### src/rtl/imm_gen_stage_pkg.sv
// Shared types and opcode constants for the ID-stage immediate generator.
// Optional Zicsr immediate decoding is enabled by defining IMM_GEN_ZICSR_EN.
package imm_gen_pkg;

  typedef enum logic [2:0] {
    FMT_NONE = 3'd0,
    FMT_I    = 3'd1,
    FMT_S    = 3'd2,
    FMT_B    = 3'd3,
    FMT_U    = 3'd4,
    FMT_J    = 3'd5,
    FMT_Z    = 3'd6
  } imm_fmt_e;

  localparam logic [6:0] OPC_LOAD      = 7'b0000011;
  localparam logic [6:0] OPC_STORE     = 7'b0100011;
  localparam logic [6:0] OPC_BRANCH    = 7'b1100011;
  localparam logic [6:0] OPC_OP_IMM    = 7'b0010011;
  localparam logic [6:0] OPC_OP_IMM_32 = 7'b0011011;
  localparam logic [6:0] OPC_OP        = 7'b0110011;
  localparam logic [6:0] OPC_OP_32     = 7'b0111011;
  localparam logic [6:0] OPC_JALR      = 7'b1100111;
  localparam logic [6:0] OPC_JAL       = 7'b1101111;
  localparam logic [6:0] OPC_LUI       = 7'b0110111;
  localparam logic [6:0] OPC_AUIPC     = 7'b0010111;
  localparam logic [6:0] OPC_SYSTEM    = 7'b1110011;
  localparam logic [6:0] OPC_MISC_MEM  = 7'b0001111;

  // I-type immediate pre-extended to 32 bits; reused by several opcodes.
  function automatic logic [31:0] imm_i32(logic [31:0] instr);
    return {{20{instr[31]}}, instr[31:20]};
  endfunction

endpackage

### src/rtl/imm_gen_stage_if.sv
// Instruction-in / result-out handshake bundle for imm_gen_stage.
interface imm_gen_stage_if #(
  parameter int unsigned XLEN = 32
);
  import imm_gen_pkg::*;

  logic            in_valid;
  logic            in_ready;
  logic [31:0]     in_instr;
  logic [XLEN-1:0] in_pc;

  logic            out_valid;
  logic            out_ready;
  logic [31:0]     out_instr;
  logic [XLEN-1:0] out_pc;
  logic [XLEN-1:0] out_imm;
  imm_fmt_e        out_fmt;
  logic            out_illegal;

  // Upstream/downstream side that drives instructions and sinks results.
  modport master (
    output in_valid, in_instr, in_pc, out_ready,
    input  in_ready, out_valid, out_instr, out_pc, out_imm, out_fmt, out_illegal
  );

  // The stage itself.
  modport slave (
    input  in_valid, in_instr, in_pc, out_ready,
    output in_ready, out_valid, out_instr, out_pc, out_imm, out_fmt, out_illegal
  );

endinterface

### src/rtl/imm_gen_stage_decode.sv
// Combinational RISC-V immediate decoder: format code, XLEN-wide immediate, illegal flag.
// Define IMM_GEN_ZICSR_EN to decode CSR*I uimm as FMT_Z.
module imm_decode_comb
  import imm_gen_pkg::*;
#(
  parameter int unsigned XLEN = 32
) (
  input  logic [31:0]     instr,
  output logic [XLEN-1:0] imm,
  output imm_fmt_e        fmt,
  output logic            illegal
);

  // Every format fits a sign-extended 32-bit value; widen once at the end.
  logic [31:0] raw;

  always_comb begin
    raw     = '0;
    fmt     = FMT_NONE;
    illegal = 1'b0;
    unique case (instr[6:0])
      OPC_LOAD, OPC_OP_IMM, OPC_JALR, OPC_MISC_MEM: begin
        fmt = FMT_I;
        raw = imm_i32(instr);
      end
      OPC_SYSTEM: begin
`ifdef IMM_GEN_ZICSR_EN
        if (instr[14]) begin
          fmt = FMT_Z;
          raw = {27'b0, instr[19:15]};
        end else begin
          fmt = FMT_I;
          raw = imm_i32(instr);
        end
`else
        fmt = FMT_I;
        raw = imm_i32(instr);
`endif
      end
      OPC_OP_IMM_32: begin
        if (XLEN == 64) begin
          fmt = FMT_I;
          raw = imm_i32(instr);
        end else begin
          illegal = 1'b1;
        end
      end
      OPC_STORE: begin
        fmt = FMT_S;
        raw = {{20{instr[31]}}, instr[31:25], instr[11:7]};
      end
      OPC_BRANCH: begin
        fmt = FMT_B;
        raw = {{19{instr[31]}}, instr[31], instr[7], instr[30:25], instr[11:8], 1'b0};
      end
      OPC_LUI, OPC_AUIPC: begin
        fmt = FMT_U;
        raw = {instr[31:12], 12'b0};
      end
      OPC_JAL: begin
        fmt = FMT_J;
        raw = {{11{instr[31]}}, instr[31], instr[19:12], instr[20], instr[30:21], 1'b0};
      end
      OPC_OP: begin
        illegal = 1'b0;
      end
      OPC_OP_32: begin
        illegal = (XLEN != 64);
      end
      default: begin
        illegal = 1'b1;
      end
    endcase
  end

  // FMT_Z values are non-negative, so sign extension leaves them zero-extended.
  assign imm = XLEN'($signed(raw));

endmodule

### src/rtl/imm_gen_stage.sv
// Registered ID-stage immediate generator with a 2-entry skid buffer (output regs + skid).
// Define IMM_GEN_ZICSR_EN to enable FMT_Z decoding of CSR*I instructions.
module imm_gen_stage
  import imm_gen_pkg::*;
#(
  parameter int unsigned XLEN        = 32,
  parameter bit          RESET_READY = 1'b1
) (
  input  logic         clk,
  input  logic         reset,
  input  logic         flush,
  imm_gen_stage_if.slave bus
);

  logic [XLEN-1:0] dec_imm;
  imm_fmt_e        dec_fmt;
  logic            dec_illegal;

  imm_decode_comb #(
    .XLEN (XLEN)
  ) u_decode (
    .instr   (bus.in_instr),
    .imm     (dec_imm),
    .fmt     (dec_fmt),
    .illegal (dec_illegal)
  );

  logic            out_valid_q;
  logic [31:0]     out_instr_q;
  logic [XLEN-1:0] out_pc_q;
  logic [XLEN-1:0] out_imm_q;
  imm_fmt_e        out_fmt_q;
  logic            out_illegal_q;

  logic            skid_valid_q;
  logic [31:0]     skid_instr_q;
  logic [XLEN-1:0] skid_pc_q;
  logic [XLEN-1:0] skid_imm_q;
  imm_fmt_e        skid_fmt_q;
  logic            skid_illegal_q;

  logic in_ready;
  logic accept;
  logic out_xfer;
  logic out_load;

  // Ready depends only on registered skid state (and reset), never on out_ready.
  assign in_ready = reset ? RESET_READY : ~skid_valid_q;
  assign accept   = bus.in_valid & in_ready;
  assign out_xfer = out_valid_q & bus.out_ready;
  assign out_load = ~out_valid_q | out_xfer;

  always_ff @(posedge clk) begin
    if (reset) begin
      out_valid_q    <= 1'b0;
      out_instr_q    <= '0;
      out_pc_q       <= '0;
      out_imm_q      <= '0;
      out_fmt_q      <= FMT_NONE;
      out_illegal_q  <= 1'b0;
      skid_valid_q   <= 1'b0;
      skid_instr_q   <= '0;
      skid_pc_q      <= '0;
      skid_imm_q     <= '0;
      skid_fmt_q     <= FMT_NONE;
      skid_illegal_q <= 1'b0;
    end else if (flush) begin
      out_valid_q  <= 1'b0;
      skid_valid_q <= 1'b0;
    end else if (out_load) begin
      if (skid_valid_q) begin
        // Skid implies in_ready was low, so no new beat competes this cycle.
        out_valid_q   <= 1'b1;
        out_instr_q   <= skid_instr_q;
        out_pc_q      <= skid_pc_q;
        out_imm_q     <= skid_imm_q;
        out_fmt_q     <= skid_fmt_q;
        out_illegal_q <= skid_illegal_q;
        skid_valid_q  <= 1'b0;
      end else if (accept) begin
        out_valid_q   <= 1'b1;
        out_instr_q   <= bus.in_instr;
        out_pc_q      <= bus.in_pc;
        out_imm_q     <= dec_imm;
        out_fmt_q     <= dec_fmt;
        out_illegal_q <= dec_illegal;
      end else begin
        out_valid_q <= 1'b0;
      end
    end else if (accept) begin
      skid_valid_q   <= 1'b1;
      skid_instr_q   <= bus.in_instr;
      skid_pc_q      <= bus.in_pc;
      skid_imm_q     <= dec_imm;
      skid_fmt_q     <= dec_fmt;
      skid_illegal_q <= dec_illegal;
    end
  end

  assign bus.in_ready    = in_ready;
  assign bus.out_valid   = out_valid_q;
  assign bus.out_instr   = out_instr_q;
  assign bus.out_pc      = out_pc_q;
  assign bus.out_imm     = out_imm_q;
  assign bus.out_fmt     = out_fmt_q;
  assign bus.out_illegal = out_illegal_q;

endmodule

### src/flat_wrapper.sv
// flat-port wrapper written by rule: the top's interface ports become plain ports
module imm_gen_stage_flat import imm_gen_pkg::*;
#(
  parameter int unsigned XLEN        = 32,
  parameter bit          RESET_READY = 1'b1
)
  (clk, reset, flush, bus_in_valid, bus_in_instr, bus_in_pc, bus_out_ready, bus_in_ready, bus_out_valid, bus_out_instr, bus_out_pc, bus_out_imm, bus_out_fmt, bus_out_illegal);
  imm_gen_stage_if #(.XLEN(XLEN)) bus_i ();
  input  logic clk;
  input  logic reset;
  input  logic flush;
  input wire logic [$bits(bus_i.in_valid)-1:0] bus_in_valid;
  input wire logic [$bits(bus_i.in_instr)-1:0] bus_in_instr;
  input wire logic [$bits(bus_i.in_pc)-1:0] bus_in_pc;
  input wire logic [$bits(bus_i.out_ready)-1:0] bus_out_ready;
  output wire logic [$bits(bus_i.in_ready)-1:0] bus_in_ready;
  output wire logic [$bits(bus_i.out_valid)-1:0] bus_out_valid;
  output wire logic [$bits(bus_i.out_instr)-1:0] bus_out_instr;
  output wire logic [$bits(bus_i.out_pc)-1:0] bus_out_pc;
  output wire logic [$bits(bus_i.out_imm)-1:0] bus_out_imm;
  output wire logic [$bits(bus_i.out_fmt)-1:0] bus_out_fmt;
  output wire logic [$bits(bus_i.out_illegal)-1:0] bus_out_illegal;
  assign bus_i.in_valid = bus_in_valid;
  assign bus_i.in_instr = bus_in_instr;
  assign bus_i.in_pc = bus_in_pc;
  assign bus_i.out_ready = bus_out_ready;
  assign bus_in_ready = bus_i.in_ready;
  assign bus_out_valid = bus_i.out_valid;
  assign bus_out_instr = bus_i.out_instr;
  assign bus_out_pc = bus_i.out_pc;
  assign bus_out_imm = bus_i.out_imm;
  assign bus_out_fmt = bus_i.out_fmt;
  assign bus_out_illegal = bus_i.out_illegal;
  imm_gen_stage #(.XLEN(XLEN), .RESET_READY(RESET_READY)) u_core (.clk(clk), .reset(reset), .flush(flush), .bus(bus_i));
endmodule
### config.mk
export PLATFORM = sky130hd
export DESIGN_NAME = imm_gen_stage_flat
export DESIGN_NICKNAME = d
export VERILOG_FILES = /design/src/rtl/imm_gen_stage_pkg.sv /design/src/rtl/imm_gen_stage_if.sv /design/src/rtl/imm_gen_stage_decode.sv /design/src/rtl/imm_gen_stage.sv /design/src/flat_wrapper.sv
export SDC_FILE = /design/constraint.sdc
export NUM_CORES = 1
export LEC_CHECK = 0
export ABC_AREA = 1
export BUFFER_PORTS_ARGS = -buffer_cell sky130_fd_sc_hd__buf_4
export CAP_MARGIN = 30
export CORE_UTILIZATION = 35
export CTS_CLUSTER_SIZE = 14
export DETAILED_ROUTE_END_ITERATION = 10
export GPL_TIMING_DRIVEN = 0
export PLACE_DENSITY = 0.61
export REMOVE_ABC_BUFFERS = 1
export SETUP_SLACK_MARGIN = 0.1
export SYNTH_ARGS = -nofsm -noshare
export SYNTH_HDL_FRONTEND = slang
export SYNTH_HIERARCHICAL = 1
export SYNTH_SLANG_ARGS = --single-unit
### constraint.sdc
create_clock -name clk -period 1.26 [get_ports clk]
set_clock_uncertainty 0.05 [all_clocks]
set_input_delay 0.126 -clock clk [delete_from_list [all_inputs] [get_ports clk]]
set_output_delay 0.126 -clock clk [all_outputs]
set_load 0.01 [all_outputs]
======== Word level (Yosys, flattened, before mapping) ========
Index checks and enable logic that the tools add are counted.
word-level totals
  register bits after elaboration ......... 202
  logic and storage cells ................. 54
cells by class
  equality and inequality tests ........... 11
  reductions and logical operators ........ 8
  muxes and demuxes ....................... 16
  bitwise logic cells ..................... 7
operator list
  operator                                        count
  2-to-1 mux 32 bit                               6
  case mux 32 bit (5 select lines)                1
  == test 7 bit (second input constant)           4
  == test 7 x 6 -> 1 bit (second input constant)  3
  case mux 3 bit (5 select lines)                 1
  == test 7 x 5 -> 1 bit (second input constant)  2
  OR reduction 11 bit                             1
  == test 7 x 2 -> 1 bit (second input constant)  1
  == test 7 x 4 -> 1 bit (second input constant)  1
  2-to-1 mux 1 bit                                6
  2-to-1 mux 3 bit                                2
  AND reduction 3 bit                             2
  OR reduction 5 bit                              1
  inverter 1 bit                                  4
  OR reduction 2 bit                              2
  OR reduction 3 bit                              1
  bitwise AND 1 bit                               2
  nonzero test 2 bit                              1
  bitwise OR 1 bit                                1

======== Longest topological paths before layout ========
  depth after elaboration ................. 5
  depth in mapped cells ................... 15
  depth with buffers taken out ............ 15

======== Modules after synthesis ========
The synthesis kept the hierarchy.
modules (own cells, without submodules)
  module           cells each  instances  area each (µm²)  seq. area each (µm²)
  imm_gen_stage    1627        1          9908.3           4043.9
  imm_decode_comb  179         1          795.8            0.0

======== Worst setup path after synthesis ========
OpenSTA, ideal clock, no wires.
  kind .................................... input to register
  start point ............................. in bus_in_instr[3]
  end point ............................... reg u_core.out_imm_q[20] (netlist: u_core/bus.out_imm[20])
  buffers on the path ..................... 1
  setup slack ............................. -0.065 ns
  stages on the path ...................... 14
  library setup time ...................... 0.064 ns
  required time ........................... 1.146 ns
  arrival ................................. 1.211 ns
  path through ............................ inv_1 > nand2_2 > nor2_4 > nand2_2 > a21oi_2 > buf_4 > nor2_1 > nand2_1 > inv_1 > nor2_1 > nor2_1 > nand3_1 > nand2_1 > nor2_1
on the way
  word-level cells in the longest chain between the ends .. 5
  elaborated cells on any way between the ends .. 15
  those cells by class .................... 10 x eq/ne; 3 x mux; 2 x reduce/logical
ends and longest elaborated chain
  what                                                                       RTL line                    text
  start: declaration                                                         flat_wrapper.sv:13          input wire logic [$bits(bus_i.in_instr)-1:0] bus_in_instr;
  == test 7 bit (tied with other cells)                                      imm_gen_stage_decode.sv:21  unique case (instr[6:0])
  OR reduction 5 bit (no line) / OR reduction 2 bit (equally long branches)  -
  case mux 32 bit (5 select lines) *                                         imm_gen_stage_decode.sv:21
  named net u_core.dec_imm[20]                                               imm_gen_stage.sv:15         logic [XLEN-1:0] dec_imm;
  2-to-1 mux 32 bit *                                                        imm_gen_stage.sv:80         end else if (accept) begin
  2-to-1 mux 32 bit *                                                        imm_gen_stage.sv:71         if (skid_valid_q) begin
  end signal: assignment                                                     imm_gen_stage.sv:76         out_imm_q <= skid_imm_q;
  end signal: assignment                                                     imm_gen_stage.sv:84         out_imm_q <= dec_imm;
  end: declaration                                                           imm_gen_stage.sv:31         logic [XLEN-1:0] out_imm_q;
Mark *: on every way through the listed nets, which the timed path passes. The rest lies on a longest branch. The select of a mux whose other input is x is not followed.
A chain may end at the register's enable or synchronous reset.

======== Worst setup path after layout ========
  start point ............................. reg u_core.skid_valid_q
  end point ............................... reg u_core.skid_imm_q[19]
on the way
  word-level cells in the longest chain between the ends .. 4
ends and longest elaborated chain
  what                           RTL line             text
  start: declaration             imm_gen_stage.sv:35  logic skid_valid_q;
  start signal: assignment       imm_gen_stage.sv:61  skid_valid_q <= 1'b0;
  start signal: assignment       imm_gen_stage.sv:69  skid_valid_q <= 1'b0;
  start signal: assignment       imm_gen_stage.sv:79  skid_valid_q <= 1'b0;
  inverter 1 bit                 imm_gen_stage.sv:48  assign in_ready = reset ? RESET_READY : ~skid_valid_q;
  2-to-1 mux 1 bit               imm_gen_stage.sv:48
  bitwise AND 1 bit              imm_gen_stage.sv:49  assign accept = bus.in_valid & in_ready;
  AND reduction 3 bit (no line)  -
  end signal: assignment         imm_gen_stage.sv:94  skid_imm_q <= dec_imm;
  end: declaration               imm_gen_stage.sv:38  logic [XLEN-1:0] skid_imm_q;
No other way between the ends.

==> metrics.md <==
| Metric | Value |
|---|---|
| Via density | `between 4 and 5` |
| Die Y | `~180 um` |
| Most common cell after layout, fill and taps aside | `nor2_1` |
| Initial DRT Pass Iterations | `7` |
| Clock tree sinks | `around 200` |
| Final Hold Fails | `3` |
| Async SR Flop Fraction | `0%` |
| Share of cells above drive strength 1 | `between 20% and 30%` |
| Status | `finished, violations left` |
| Detailed Place HPWL | `between 15000 and 20000 um` |
| Yosys cell types | `21` |
| Core box area | `around 30000 sq um` |
| Pwr Density | `around 1000 nW/um^2` |
| Synth warnings | `6` |
| Critical path type | `register to register` |
| #FFs+latches synth | `around 200` |
| CTS Buf Count | `25` |
| DIE AREA | `around 31000 sq um` |
| Die X | `roughly 180 um` |
| Final worst setup slack | `-0.347 ns` |
| Max Freq | `just over 600 MHz` |
| Routability Congestion | `roughly 0.73` |
| Post-Route Utilization | `a little under three fifths` |
| Rel. slew slack | `between 40% and 50%` |
| DRC | `0` |
| TritonCTS clock tree | `yes` |
| Antenna violations before repair | `0` |
| Clock root cell | `clkbuf_16` |
| CP Max Fanout | `5` |
| WHS | `-0.0125 ns` |
| Htree depth | `1` |
| Initial Util | `35.8%` |
| Skew-Pair Late Insertion Delay | `0.54 ns` |
| Ant. Diodes | `0` |
| Post-synth EDFFs | `0` |
| WL per Instance | `18.3 um` |
| Fill cells | `2716` |
| Syn Inst Count | `~1800` |
| Power Total | `about 17 mW` |
| RSZ-0062 raised after global routing | `yes` |
| Via count | `around 12000` |
| First-pass GRT wire length | `~60000 um` |
| Global route overflow | `0` |
| Leakage | `8.66 nW` |
| Most frequent cells in the layout | `nor2_1 (526), nand2_1 (399), inv_1 (220)` |
| Tightest Pin Transition | `0.884 ns` |
| I/O Pins | `between 150 and 200` |
| Failing checks | `negative hold slack, negative setup slack` |
| Ratio of final minimum period to clock period | `128%` |
| Post-route ant nets | `0` |
| Main flop type after synthesis | `dfxtp_1` |
| Crit path time final | `~1.6 ns` |
| Mapped Avg Cell Area | `5.93 sq um` |
| Global router's overall resource usage | `about 25%` |
| 1st-iter DRT viols | `between 700 and 800` |
| Max Cap Viol | `0` |
| Maximum VDD drop | `0.000947 V` |
| Largest net degree at the start of global routing | `66` |
| Crit path capture type | `register` |
| Final Max Slew Viols | `0` |
| Clock buffer depth | `3` |
| Critical Path RT | `about 1.6 ns` |
| Routed WL | `45800 um` |
| Nets | `between 2000 and 2500` |
| Netlist Area Pre-Place | `10700 sq um` |
| Clock transition at the registers of the reported paths | `about 0.06 ns` |
| Seq/Total Area, Yosys | `between 30% and 40%` |
| Worst EP arrival | `between 1.5 and 2 ns` |
| Number of global-route vias before repair | `11000` |
| Final setup viols | `~200` |
| Row count | `63` |
| Layout area overhead | `58.9%` |
| Port-buffer cells | `170` |
| HP Class | `primary input to register` |
| Critical path startpoint category | `register` |
[sequential cells by signal, summed over array words and instances (netlist names)]
signal and cells:
u_core/bus.out_instr 32, u_core/skid_illegal_q 1, u_core/bus.out_pc 32, u_core/skid_instr_q 32, u_core/skid_fmt_q 3, u_core/bus.out_imm 32, u_core/skid_pc_q 32, u_core/bus.out_valid 1
u_core/skid_imm_q 32, u_core/bus.out_fmt 3, u_core/skid_valid_q 1, u_core/bus.out_illegal 1
[cells in the mapped netlist (all sizes together), types with 2 or more instances]
cell type	count	share of area [%]
nand2	465	16
nor2	555	20
inv	224	7.9
a21oi	110	5.2
buf	86	5.6
dfxtp	202	38
nand3b	2	0.14
o21ai	10	0.47
nand3	116	5.4
clkbuf	32	1.1
nor3	2	0.094
[repair_timing]
action,in CTS,in global routing
hold endpoints to repair,117,1
setup endpoints to repair,304,304
resized for setup,147,179
pin swaps,33,73
cloned,41,33
setup buffers,50,13
hold buffers,67,1
[cells by family (layout without fill, tap and decap cells)]
family	after synthesis	count (layout)	share of synthesized area, %
compound gates	121	121	5.72
flops	202	202	37.8
simple gates	1141	1148	41.9
buf+inv	342	646	14.6
[per-layer routing]
layer | vias to the layer above | global-route usage, % | share of wire, %
li1 | 6006 | - | -
met1 | 5661 | 31.4 | 41
met2 | 471 | 44.3 | 49
met3 | 114 | 2.99 | 6.6
met4 | 0 | 9.81 | 3.8
met5 | - | 0 | 0
[power by group]
part	switching (mW)	total (mW)	leakage, nW	internal, mW
Combinational	1.80	3.47	6.64	1.67
Sequential	0.172	6.83	1.65	6.66
Clock	3.00	6.90	0.376	3.90
[path summary, 6_finish.rpt]
check / startpoint / to / slack [ns] / cells after the start
setup reg to reg: u_core/skid_valid_q / u_core/skid_imm_q[19] / -0.35 / 10
hold reg to reg: u_core/skid_pc_q[30] / u_core/skid_pc_q[30] / 0.42 / 2
hold / removal: reset / u_core/bus.out_pc[16] / -0.01 / 4
setup / recovery: u_core/skid_valid_q / u_core/skid_imm_q[19] / -0.35 / 10
[critical path, stage by stage, from the launching register on]
cell       delay [ns]
dfxtp_4          0.36
buf_16           0.14
nand2_8          0.08
nand2_8          0.08
nor2_4           0.16
buf_12           0.16
buf_16           0.15
clkbuf_16        0.17
nand2_2          0.05
nand2_1          0.05
nor2_1           0.05
[area by class of cell]
| type | instances | area, sq um | area share (%) |
|---|---|---|---|
| sequential | 202 | 4050 | 23.8 |
| timing repair buffer | 376 | 4720 | 27.8 |
| clock inverter | 8 | 46.3 | 0.272 |
| multi-input combinational | 1269 | 6130 | 36.1 |
| inverter | 224 | 857 | 5.04 |
| clock buffer | 38 | 714 | 4.20 |
| tap | 390 | 488 | 2.87 |
[through the flow]
stage	hold WS (ns)	setup TNS, ns	worst slack [ns]	cell area, sq um	instances
floorplan	0.176	-1382.39	-7.81	9990	1688
global placement	0.280	-2270.04	-12.36	11800	2248
detailed placement	0.334	-270.93	-1.58	12100	2261
CTS	-0.195	-48.06	-0.290	15600	2465
global route	0.00559	-65.16	-0.386	17000	2507
finish	-0.0125	-56.06	-0.347	17000	2507
No activity file was read; power rests on OpenSTA's default activity.
